`src/rtl/uart_rx_fifo_if.sv`:
```
// Bundled serial-line, frame-format and FIFO read-side signals of uart_rx_fifo.
// master drives the line, format and pop strobe; slave is the receiver.
interface uart_rx_fifo_if #(
  parameter int FIFO_DEPTH = 8,
  parameter int K_W        = 19
);
  localparam int CW = $clog2(FIFO_DEPTH) + 1;

  logic           Rx;
  logic           eight;
  logic           pen;
  logic           even;
  logic [K_W-1:0] k;
  logic           reads0;
  logic           RxRdy;
  logic [7:0]     data;
  logic           perr;
  logic           ferr;
  logic           ovf;
  logic [CW-1:0]  count;

  modport master (
    output Rx, eight, pen, even, k, reads0,
    input  RxRdy, data, perr, ferr, ovf, count
  );

  modport slave (
    input  Rx, eight, pen, even, k, reads0,
    output RxRdy, data, perr, ferr, ovf, count
  );
endinterface

```
`src/rtl/uart_rx_fifo.sv`:
```
// UART receiver (7/8 data bits, optional parity) feeding a first-word-fall-through FIFO.
// Define UART_RX_MAJORITY_EN for 2-of-3 majority sampling around each bit centre.
module uart_rx_fifo #(
  parameter int FIFO_DEPTH = 8,
  parameter int K_W        = 19
) (
  input  logic          clk,
  input  logic          rst,
  uart_rx_fifo_if.slave bus
);
  localparam int AW = $clog2(FIFO_DEPTH);
  localparam int CW = AW + 1;
  localparam logic [CW-1:0] FULL = CW'(FIFO_DEPTH);

  typedef enum logic [1:0] {IDLE, START, SHIFT, STOP} state_t;

  typedef struct packed {
    logic [7:0] data;
    logic       perr;
    logic       ferr;
  } entry_t;

  // ---------------- control state ----------------
  logic           sync1_q, sync2_q, prev_q;
  state_t         state_q, state_d;
  logic [K_W-1:0] cnt_q, cnt_d;
  logic [3:0]     idx_q, idx_d;
  logic [AW-1:0]  wr_ptr_q, wr_ptr_d, rd_ptr_q, rd_ptr_d;
  logic [CW-1:0]  count_q, count_d;
  logic           ovf_q, ovf_d;
  logic           rdy_q, rdy_d;
  entry_t         head_q, head_d;

  // ---------------- frame datapath ----------------
  logic [K_W-1:0] k_q, k_d;
  logic           eight_q, eight_d, pen_q, pen_d, even_q, even_d;
  logic [8:0]     sh_q, sh_d;
  entry_t         mem_q [FIFO_DEPTH];

  logic           rx_s, fall, evt, smp, push;
  logic [3:0]     last_idx;
  logic [7:0]     data_bits;
  logic           par_bit;
  entry_t         new_e;
  logic           full, pop, wr_en;

  assign rx_s = sync2_q;
  assign fall = prev_q & ~sync2_q;

`ifdef UART_RX_MAJORITY_EN
  logic samp_m1_q, samp_m1_d, samp_0_q, samp_0_d, pend_q, pend_d;

  // Samples at terminal-1 and terminal are held; the decision is taken one
  // cycle later together with the terminal+1 sample.
  always_comb begin
    samp_m1_d = (cnt_q == K_W'(1)) ? rx_s : samp_m1_q;
    samp_0_d  = (cnt_q == '0) ? rx_s : samp_0_q;
    pend_d    = (state_q != IDLE) && (cnt_q == '0);
  end

  always_ff @(posedge clk or posedge rst) begin
    if (rst) pend_q <= 1'b0;
    else     pend_q <= pend_d;
  end

  always_ff @(posedge clk) begin
    samp_m1_q <= samp_m1_d;
    samp_0_q  <= samp_0_d;
  end

  assign evt = pend_q;
  assign smp = (samp_m1_q & samp_0_q) | (samp_m1_q & rx_s) | (samp_0_q & rx_s);
`else
  assign evt = (state_q != IDLE) && (cnt_q == '0);
  assign smp = rx_s;
`endif

  // ---------------- receive FSM ----------------
  always_comb begin
    state_d = state_q;
    cnt_d   = cnt_q;
    idx_d   = idx_q;
    sh_d    = sh_q;
    k_d     = k_q;
    eight_d = eight_q;
    pen_d   = pen_q;
    even_d  = even_q;
    push    = 1'b0;

    // Down-counter free-runs through a frame, reloading for one bit time.
    if (state_q != IDLE) begin
      cnt_d = (cnt_q == '0) ? (k_q - 1'b1) : (cnt_q - 1'b1);
    end

    unique case (state_q)
      IDLE: begin
        if (fall) begin
          state_d = START;
          cnt_d   = bus.k >> 1;
          k_d     = bus.k;
          eight_d = bus.eight;
          pen_d   = bus.pen;
          even_d  = bus.even;
          idx_d   = '0;
          sh_d    = '0;
        end
      end
      START: begin
        if (evt) state_d = smp ? IDLE : SHIFT;
      end
      SHIFT: begin
        if (evt) begin
          sh_d[idx_q] = smp;
          idx_d       = idx_q + 1'b1;
          if (idx_q == last_idx) state_d = STOP;
        end
      end
      STOP: begin
        if (evt) begin
          push    = 1'b1;
          state_d = IDLE;
        end
      end
      default: state_d = IDLE;
    endcase
  end

  always_comb begin
    last_idx  = (eight_q ? 4'd8 : 4'd7) + {3'b000, pen_q} - 4'd1;
    data_bits = eight_q ? sh_q[7:0] : {1'b0, sh_q[6:0]};
    par_bit   = eight_q ? sh_q[8] : sh_q[7];
    new_e.data = data_bits;
    // Error when data+parity ones count disagrees with the selected parity.
    new_e.perr = pen_q & (^data_bits ^ par_bit ^ ~even_q);
    new_e.ferr = ~smp;
  end

  // ---------------- FIFO control ----------------
  always_comb begin
    full  = (count_q == FULL);
    pop   = bus.reads0 && (count_q != '0);
    wr_en = push && (!full || pop);

    wr_ptr_d = wr_en ? wr_ptr_q + 1'b1 : wr_ptr_q;
    rd_ptr_d = pop ? rd_ptr_q + 1'b1 : rd_ptr_q;

    count_d = count_q;
    if (wr_en && !pop)      count_d = count_q + 1'b1;
    else if (!wr_en && pop) count_d = count_q - 1'b1;

    // A full-FIFO push that coincides with a pop leaves the flag alone.
    ovf_d = ovf_q;
    if (push && full && !pop)       ovf_d = 1'b1;
    else if (pop && !(push && full)) ovf_d = 1'b0;

    rdy_d = (count_d != '0);

    // Head output register looks ahead so it is valid together with RxRdy.
    if (count_d == '0)                      head_d = '0;
    else if (wr_en && (wr_ptr_q == rd_ptr_d)) head_d = new_e;
    else                                     head_d = mem_q[rd_ptr_d];
  end

  always_ff @(posedge clk or posedge rst) begin
    if (rst) begin
      sync1_q  <= 1'b1;
      sync2_q  <= 1'b1;
      prev_q   <= 1'b1;
      state_q  <= IDLE;
      cnt_q    <= '0;
      idx_q    <= '0;
      wr_ptr_q <= '0;
      rd_ptr_q <= '0;
      count_q  <= '0;
      ovf_q    <= 1'b0;
      rdy_q    <= 1'b0;
      head_q   <= '0;
    end else begin
      sync1_q  <= bus.Rx;
      sync2_q  <= sync1_q;
      prev_q   <= sync2_q;
      state_q  <= state_d;
      cnt_q    <= cnt_d;
      idx_q    <= idx_d;
      wr_ptr_q <= wr_ptr_d;
      rd_ptr_q <= rd_ptr_d;
      count_q  <= count_d;
      ovf_q    <= ovf_d;
      rdy_q    <= rdy_d;
      head_q   <= head_d;
    end
  end

  // ---------------- datapath registers (no reset) ----------------
  always_ff @(posedge clk) begin
    k_q     <= k_d;
    eight_q <= eight_d;
    pen_q   <= pen_d;
    even_q  <= even_d;
    sh_q    <= sh_d;
    if (wr_en) mem_q[wr_ptr_q] <= new_e;
  end

  assign bus.RxRdy = rdy_q;
  assign bus.data  = head_q.data;
  assign bus.perr  = head_q.perr;
  assign bus.ferr  = head_q.ferr;
  assign bus.ovf   = ovf_q;
  assign bus.count = count_q;
endmodule

```
`src/flat_wrapper.sv`:
```
// flat-port wrapper written by rule: the top's interface ports become plain ports
module uart_rx_fifo_flat 
#(
  parameter int FIFO_DEPTH = 8,
  parameter int K_W        = 19
)
  (clk, rst, bus_Rx, bus_eight, bus_pen, bus_even, bus_k, bus_reads0, bus_RxRdy, bus_data, bus_perr, bus_ferr, bus_ovf, bus_count);
  uart_rx_fifo_if #(.FIFO_DEPTH(FIFO_DEPTH), .K_W(K_W)) bus_i ();
  input  logic clk;
  input  logic rst;
  input wire logic [$bits(bus_i.Rx)-1:0] bus_Rx;
  input wire logic [$bits(bus_i.eight)-1:0] bus_eight;
  input wire logic [$bits(bus_i.pen)-1:0] bus_pen;
  input wire logic [$bits(bus_i.even)-1:0] bus_even;
  input wire logic [$bits(bus_i.k)-1:0] bus_k;
  input wire logic [$bits(bus_i.reads0)-1:0] bus_reads0;
  output wire logic [$bits(bus_i.RxRdy)-1:0] bus_RxRdy;
  output wire logic [$bits(bus_i.data)-1:0] bus_data;
  output wire logic [$bits(bus_i.perr)-1:0] bus_perr;
  output wire logic [$bits(bus_i.ferr)-1:0] bus_ferr;
  output wire logic [$bits(bus_i.ovf)-1:0] bus_ovf;
  output wire logic [$bits(bus_i.count)-1:0] bus_count;
  assign bus_i.Rx = bus_Rx;
  assign bus_i.eight = bus_eight;
  assign bus_i.pen = bus_pen;
  assign bus_i.even = bus_even;
  assign bus_i.k = bus_k;
  assign bus_i.reads0 = bus_reads0;
  assign bus_RxRdy = bus_i.RxRdy;
  assign bus_data = bus_i.data;
  assign bus_perr = bus_i.perr;
  assign bus_ferr = bus_i.ferr;
  assign bus_ovf = bus_i.ovf;
  assign bus_count = bus_i.count;
  uart_rx_fifo #(.FIFO_DEPTH(FIFO_DEPTH), .K_W(K_W)) u_core (.clk(clk), .rst(rst), .bus(bus_i));
endmodule
```
`config.mk`:
```
export PLATFORM = sky130hd
export DESIGN_NAME = uart_rx_fifo_flat
export DESIGN_NICKNAME = d
export VERILOG_FILES = /design/src/rtl/uart_rx_fifo_if.sv /design/src/rtl/uart_rx_fifo.sv /design/src/flat_wrapper.sv
export SDC_FILE = /design/constraint.sdc
export NUM_CORES = 1
export LEC_CHECK = 0
export BUFFER_PORTS_ARGS = -buffer_cell sky130_fd_sc_hd__buf_2
export CAP_MARGIN = 20
export CORE_MARGIN = 10
export CORE_UTILIZATION = 55
export CTS_CLUSTER_SIZE = 20
export DETAILED_ROUTE_END_ITERATION = 8
export PLACE_DENSITY = 0.73
export SLEW_MARGIN = 10
export SYNTH_ARGS = -nofsm -noshare
export SYNTH_HDL_FRONTEND = slang
export SYNTH_SLANG_ARGS = --single-unit
```
`constraint.sdc`:
```
create_clock -name clk -period 9 [get_ports clk]
set_clock_uncertainty 0.05 [all_clocks]
set_input_delay 1.8 -clock clk [delete_from_list [all_inputs] [get_ports clk]]
set_output_delay 1.8 -clock clk [all_outputs]
set_load 0.01 [all_outputs]
```
==> metrics.cfg, run 1 <==
[status]
status=complete, no violations

[power]
p_comb_share_pct=32.7
p_switching_w=0.000855
clkPwrFrac_pct=28.1
p_int_w=0.00157
power.density_nw_per_um2=281
power.share.sequential_pct=39.1
p_leak_nw=3.17
swShare_pct=35.3
ir_drop_mv=0.149

[drt]
dr.pass1.iters=6
first_iter_violations=562
post_drt_wl_per_cell_microns=19.5
viasPerCell=6.28
drt_wl_total_microns=17000
ant_nets=0
vias=5469
post-route-drc-count=0

[global_routing]
antenna_found_initial=0
grtUsageTotal_pct=18.5
grt_max_degree=51
first_global_vias=5462
grt_pass1_wl_microns=27600
grt.overflow.total=0

[flow_run]
cap_violations=0

[critical_path]
cp_num_cells=8
r2r-start=u_core.cnt_q[3]
reg2reg_to=u_core.cnt_q[16]
cp_max_fo=19
start_kind=primary input
crit_slowest_cell=a221oi_2
slowest_delay_ns=0.85
r2r_slack_ns=5.49
timing.critical_path.buf_inv=1
cp.required_ns=9.21
crit_start=bus_reads0
cp_cell_sequence=buf_2 -> and3b_1 -> a221oi_2 -> xnor2_1 -> nor3_2 -> nand2_2 -> nor2_1 -> a211oi_2
crit_path_end=u_core.bus.data[2]
end_kind=register
crit_type=primary input to register
cp_top_family=simple AND/OR/NAND/NOR gates
reg2regPathDepth=12
cp.arrival_ns=4.12

[logic_synthesis]
synth.yosys.seq_area_share_pct=59.9
synth_top_flop_cell=edfxtp_1
async_reset_ff_share_pct=31.1
synth_warnings=0
ys_ff_latch=161
synth_area_sq_um=7660
syn_nets=677
synth_cells=639
postSynthAreaPerCell_sq_um=12.0
synth_edf_count=111
ys_types=72

[floorplan]
die_h_microns=138
die-width_microns=138
core_sq_um=13800
dieArea_sq_um=19000
num_rows=43
io-pin-count=42
start_util_pct=55.6

[layout]
area_delta_synth_final_pct=12.8
fin_nets=716
layout-drive-gt1-share_pct=18.4
antennaDiodeCount=0

[worst_hold_path]
worstHoldStart=u_core.sync1_q
hp-class=register to register

[placed_design]
place_ws_ns=4.68
port_buffers=41
hpwl_microns=11300
place_congestion=0.903

[cts]
htreeDepth=4
cts.sinks=161
ctsHoldBuffers=0
cts_resized=0
path_clk_slew_ns=0.06
clockBufferDepth=2
worstSkewPairLatency_ns=0.43
cts_tree=yes
cts_setup_buffers=0
cts_buffers=17
root_buffer=clkbuf_16

[sta]
max_clock_freq_mhz=256
final_max_slew_viol_count=0
finalSetupTns_ns=0
tightest_slew_ns=1.02
relSlewSlack_pct=32.0
final_hold_viol_count=0
fin_crit_ns=3.91
rsz0062_at_grt=no
setup_violations=0
min_period_over_period_pct=43.4
worst_slack_ns=5.09

## registers in the layout, summed over array words and instances (netlist names), 3 cells and up, named ones only
signal,flops
u_core.bus.count,4
u_core.bus.data,8
u_core.cnt_q,19
u_core.idx_q,4
u_core.k_q,19
u_core.mem_q,80
u_core.rd_ptr_q,3
u_core.sh_q,9
u_core.wr_ptr_q,3
## cells in the final DEF, fill, tap and decap left out, drive strengths merged, types with 5 or more instances in the layout
cell	n
a211o	5
a211oi	13
a21o	5
a21oi	38
a221oi	42
a311oi	6
a31oi	8
and2	5
buf	55
clkbuf	18
clkinv	5
dfrtp	47
edfxtp	111
ha	12
inv	24
mux2i	9
nand2	57
nand3	14
nand4	6
nor2	55
nor2b	9
nor3	34
nor4	11
o211ai	6
o21ai	19
xnor2	18
xor2	6
## power by group through the flow
stage / sequential, W / clock [W] / combinational [W]
5_1_grt: 0.000957 / 0.000725 / 0.000862
3_5_place_dp: 0.000959 / 0 / 0.000787
3_3_place_gp: 0.000955 / 0 / 0.000761
2_1_floorplan: 0.000950 / 0 / 0.000588
4_1_cts: 0.000945 / 0.000691 / 0.000790
6_report: 0.000948 / 0.000682 / 0.000793
## worst min path at each step
stage             endpoint  slack, ns  depth (start not counted)
2_1_floorplan  u_core.rx_s       0.30                          0
3_3_place_gp   u_core.rx_s       0.30                          0
3_5_place_dp   u_core.rx_s       0.30                          0
4_1_cts        u_core.rx_s       0.31                          0
5_1_grt        u_core.rx_s       0.31                          0
6_report       u_core.rx_s       0.31                          0
## metal layers
metal  GRT usage, %  vias to the layer above  share of wire, %
met2           31.2                      186                51
met3           4.89                       16               5.6
met4           6.43                        0               1.3
met5              0                        -                 0
met1           22.5                     2734                42
li1               -                     2533                 -
## through the flow
step / utilization [%] / instance area [sq um] / instances / hold slack, ns / total power (W)
floorplan: - / 7660 / 639 / 0.295 / 0.00154
global placement: 58.4 / 8040 / 837 / 0.298 / 0.00172
detailed placement: 58.4 / 8040 / 837 / 0.297 / 0.00175
CTS: 62.4 / 8600 / 869 / 0.307 / 0.00243
global route: 62.7 / 8630 / 871 / 0.310 / 0.00254
finish: 62.7 / 8630 / 871 / 0.307 / 0.00242
## synthesized netlist by cell type (3+ instances only)
| master | n | area, sq um |
|---|---|---|
| nor4_1 | 8 | 50.1 |
| a21o_1 | 5 | 37.5 |
| nor2b_1 | 9 | 56.3 |
| mux2i_1 | 9 | 90.1 |
| nor3_1 | 32 | 160 |
| xor2_1 | 6 | 52.6 |
| xnor2_1 | 18 | 158 |
| a211oi_2 | 9 | 113 |
| o32ai_1 | 3 | 26.3 |
| dfrtp_1 | 47 | 1180 |
| and2_1 | 5 | 31.3 |
| nand2_1 | 56 | 210 |
| a211o_1 | 5 | 43.8 |
| o2111ai_1 | 3 | 26.3 |
| a221oi_1 | 40 | 350 |
| o211ai_1 | 5 | 37.5 |
| and3_1 | 3 | 18.8 |
| edfxtp_1 | 111 | 3330 |
| dfstp_2 | 3 | 78.8 |
| o21ai_0 | 14 | 70.1 |
| inv_1 | 16 | 60.1 |
| nand2b_1 | 3 | 18.8 |
| a311oi_1 | 6 | 52.6 |
| nor2_1 | 55 | 206 |
| a211oi_1 | 4 | 30.0 |
| a31oi_1 | 8 | 50.1 |
| o21ai_1 | 5 | 25.0 |
| ha_1 | 12 | 150 |
| a21oi_1 | 36 | 180 |
| or3_1 | 3 | 18.8 |
| clkbuf_1 | 30 | 113 |
| nand3_1 | 14 | 70.1 |
| nand4_1 | 4 | 25.0 |
## cell type report
cell class | count | area (sq um)
Multi-Input combinational cell | 425 | 2860
Fill cell | 1090 | 5140
Sequential cell | 161 | 4590
Timing Repair Buffer | 55 | 330
Inverter | 18 | 67.6
Clock buffer | 18 | 429
Tap cell | 180 | 225
Clock inverter | 14 | 130
## worst register-to-register path, cell delays in order, from the launching register on
cell      delay, ns
dfrtp_1        0.46
nor4_2         0.10
nand2_1        0.36
nor2_2         0.13
a21oi_1        0.21
ha_1           0.21
or3b_2         0.47
nor4_1         0.26
o211ai_1       0.29
a21oi_2        0.34
a31oi_1        0.13
a311oi_1       0.29
a31oi_1        0.07
## cells by family after synthesis
kind of cell / share of synthesized area, %
xor gates and xnor gates: 2.75
adders and majority gates: 1.96
muxes: 1.47
DFF: 59.9
AOI/OAI and AO/OA: 16.6
buffers and inverters: 2.86
and+or+nand+nor: 14.5
(Power assumes the default switching activity.)
==> run 2, diff against run 1 <==
==> constraint.sdc (replaced) <==
create_clock -name clk -period 4 [get_ports clk]
set_clock_uncertainty 0.05 [all_clocks]
set_input_delay 0.8 -clock clk [delete_from_list [all_inputs] [get_ports clk]]
set_output_delay 0.8 -clock clk [all_outputs]
set_load 0.01 [all_outputs]
==> metrics.cfg, run 2 (synthesized netlist as in run 1, its figures left out) <==
[sta]
tightest_slew_ns=1.01
rsz0062_at_grt=no
finalSetupTns_ns=0
fin_crit_ns=3.38
max_clock_freq_mhz=296
final_max_slew_viol_count=0
worst_slack_ns=0.624
min_period_over_period_pct=84.4
final_hold_viol_count=0
setup_violations=0
relSlewSlack_pct=32.8

[floorplan]
num_rows=43
core_sq_um=13800
dieArea_sq_um=19000
start_util_pct=55.6
die-width_microns=138
die_h_microns=138
io-pin-count=42

[layout]
area_delta_synth_final_pct=13.3
largest_registers=u_core.mem_q: 80 flops, u_core.cnt_q: 19 flops, u_core.k_q: 19 flops
layout-drive-gt1-share_pct=18.8
seqCellArea_sq_um=4590
final_cell_mix=111 x edfxtp_1, 56 x nand2_1, 54 x nor2_1, 47 x dfrtp_1, 41 x buf_2
antennaDiodeCount=0
layout_commonest_cell=edfxtp_1
largest_register=u_core.mem_q
fin_nets=720
stdcell_area_sq_um=8680
fillers=1052
largest_register_ffs=80
multi_input_area_sq_um=2860

[cts]
path_clk_slew_ns=0.07
clockBufferDepth=2
cts.sinks=161
root_buffer=clkbuf_16
cts_tree=yes
worstSkewPairLatency_ns=0.43
htreeDepth=4
ctsHoldBuffers=0
cts_buffers=17
cts_setup_buffers=0
cts_resized=0

[critical_path]
crit_type=register to register
cpMostUsedCell=a31oi_1
cp.required_ns=4.24
end_kind=register
r2r_slack_ns=0.62
start_kind=register
cp.arrival_ns=3.61
cp_max_fo=12
crit_slowest_cell=dfrtp_1
slowest_delay_ns=0.46
crit_start=u_core.cnt_q[4]
cp_cell_sequence=nor4_2 -> nand2_1 -> buf_4 -> nor2_2 -> a21oi_1 -> ha_1 -> or3b_2 -> nor4_1 -> o211ai_1 -> a21oi_2 -> a31oi_1 -> a311oi_1 -> a31oi_1
r2r-start=u_core.cnt_q[4]

[worst_hold_path]
worstHoldStart=u_core.sync1_q
hp-class=register to register

[placed_design]
port_buffers=41
place_area_sq_um=8080
place_congestion=0.892
hpwl_microns=11500
place_ws_ns=0.752

[flow_run]
cap_violations=0

[drt]
vias=5582
drt_wl_total_microns=17800
first_iter_violations=469
viasPerCell=6.38
ant_nets=0
dr.pass1.iters=5
post-route-drc-count=0
post_drt_wl_per_cell_microns=20.3

[global_routing]
grtUsageTotal_pct=19.5
antenna_found_initial=0
grt_pass1_wl_microns=28800
grt.overflow.total=0
first_global_vias=5680
grt_max_degree=43

[power]
ir_drop_mv=0.371
p_leak_nw=3.21
power.density_nw_per_um2=645

[status]
status=complete, no violations

-- run 2: changes by cell type in the layout (fill, tap and decap cells not counted), sizes merged --
cell | before | now
buf | 55 | 59
bufinv | 1 | 2
clkinv | 5 | 3
clkinvlp | 2 | 0
inv | 24 | 27
-- run 2: worst paths after layout --
path | depth (start not counted) | to
max | 13 | u_core.cnt_q[16]
min | 0 | u_core.rx_s
max reg2reg | 13 | u_core.cnt_q[16]
min reg2reg | 0 | u_core.rx_s
max in group asynchronous | 3 | u_core.prev_q
min in group asynchronous | 2 | u_core.bus.perr
-- run 2: cell type report --
class | count | share of cell area, %
clock inverters | 14 | 1.95
flip-flops and latches | 161 | 52.9
inverters | 18 | 0.779
multi-input cells | 425 | 32.9
repair buffers | 59 | 3.92
clock buffers | 18 | 4.95
well taps | 180 | 2.60
-- run 2: through the flow --
stage	power (W)	utilization [%]	hold slack, ns	cells
2_1_floorplan	0.00346	-	0.295	639
3_3_place_gp	0.00389	58.7	0.297	843
3_5_place_dp	0.00396	58.7	0.297	843
4_1_cts	0.00562	63.0	0.307	875
5_1_grt	0.00589	63.0	0.316	875
6_report	0.00560	63.0	0.306	875
-- run 2: layer usage --
metal / routed length (microns) / share of wire, % / global-route usage (%) / vias up
li1: - / - / - / 2549
met3: 1170 / 6.6 / 5.07 / 27
met5: 0 / 0 / 0 / -
met1: 7400 / 42 / 23.9 / 2784
met4: 330 / 1.9 / 7.88 / 0
met2: 8880 / 50 / 32.1 / 222
-- run 2: report_power, final --
group          total, W  leakage, nW  switching (W)  internal (W)
registers       0.00212         1.61       0.000177       0.00194
logic           0.00183         1.30        0.00110      0.000734
clock network   0.00165        0.295       0.000707      0.000943
-- run 2: critical path: cells and delay by family (launching register included) --
family,cells,cell delay [ns]
AOI/OAI and AO/OA,6,1.32
adders and majority gates,1,0.21
buffers and inverters,1,0.18
DFF,1,0.46
and+or+nand+nor,5,1.01
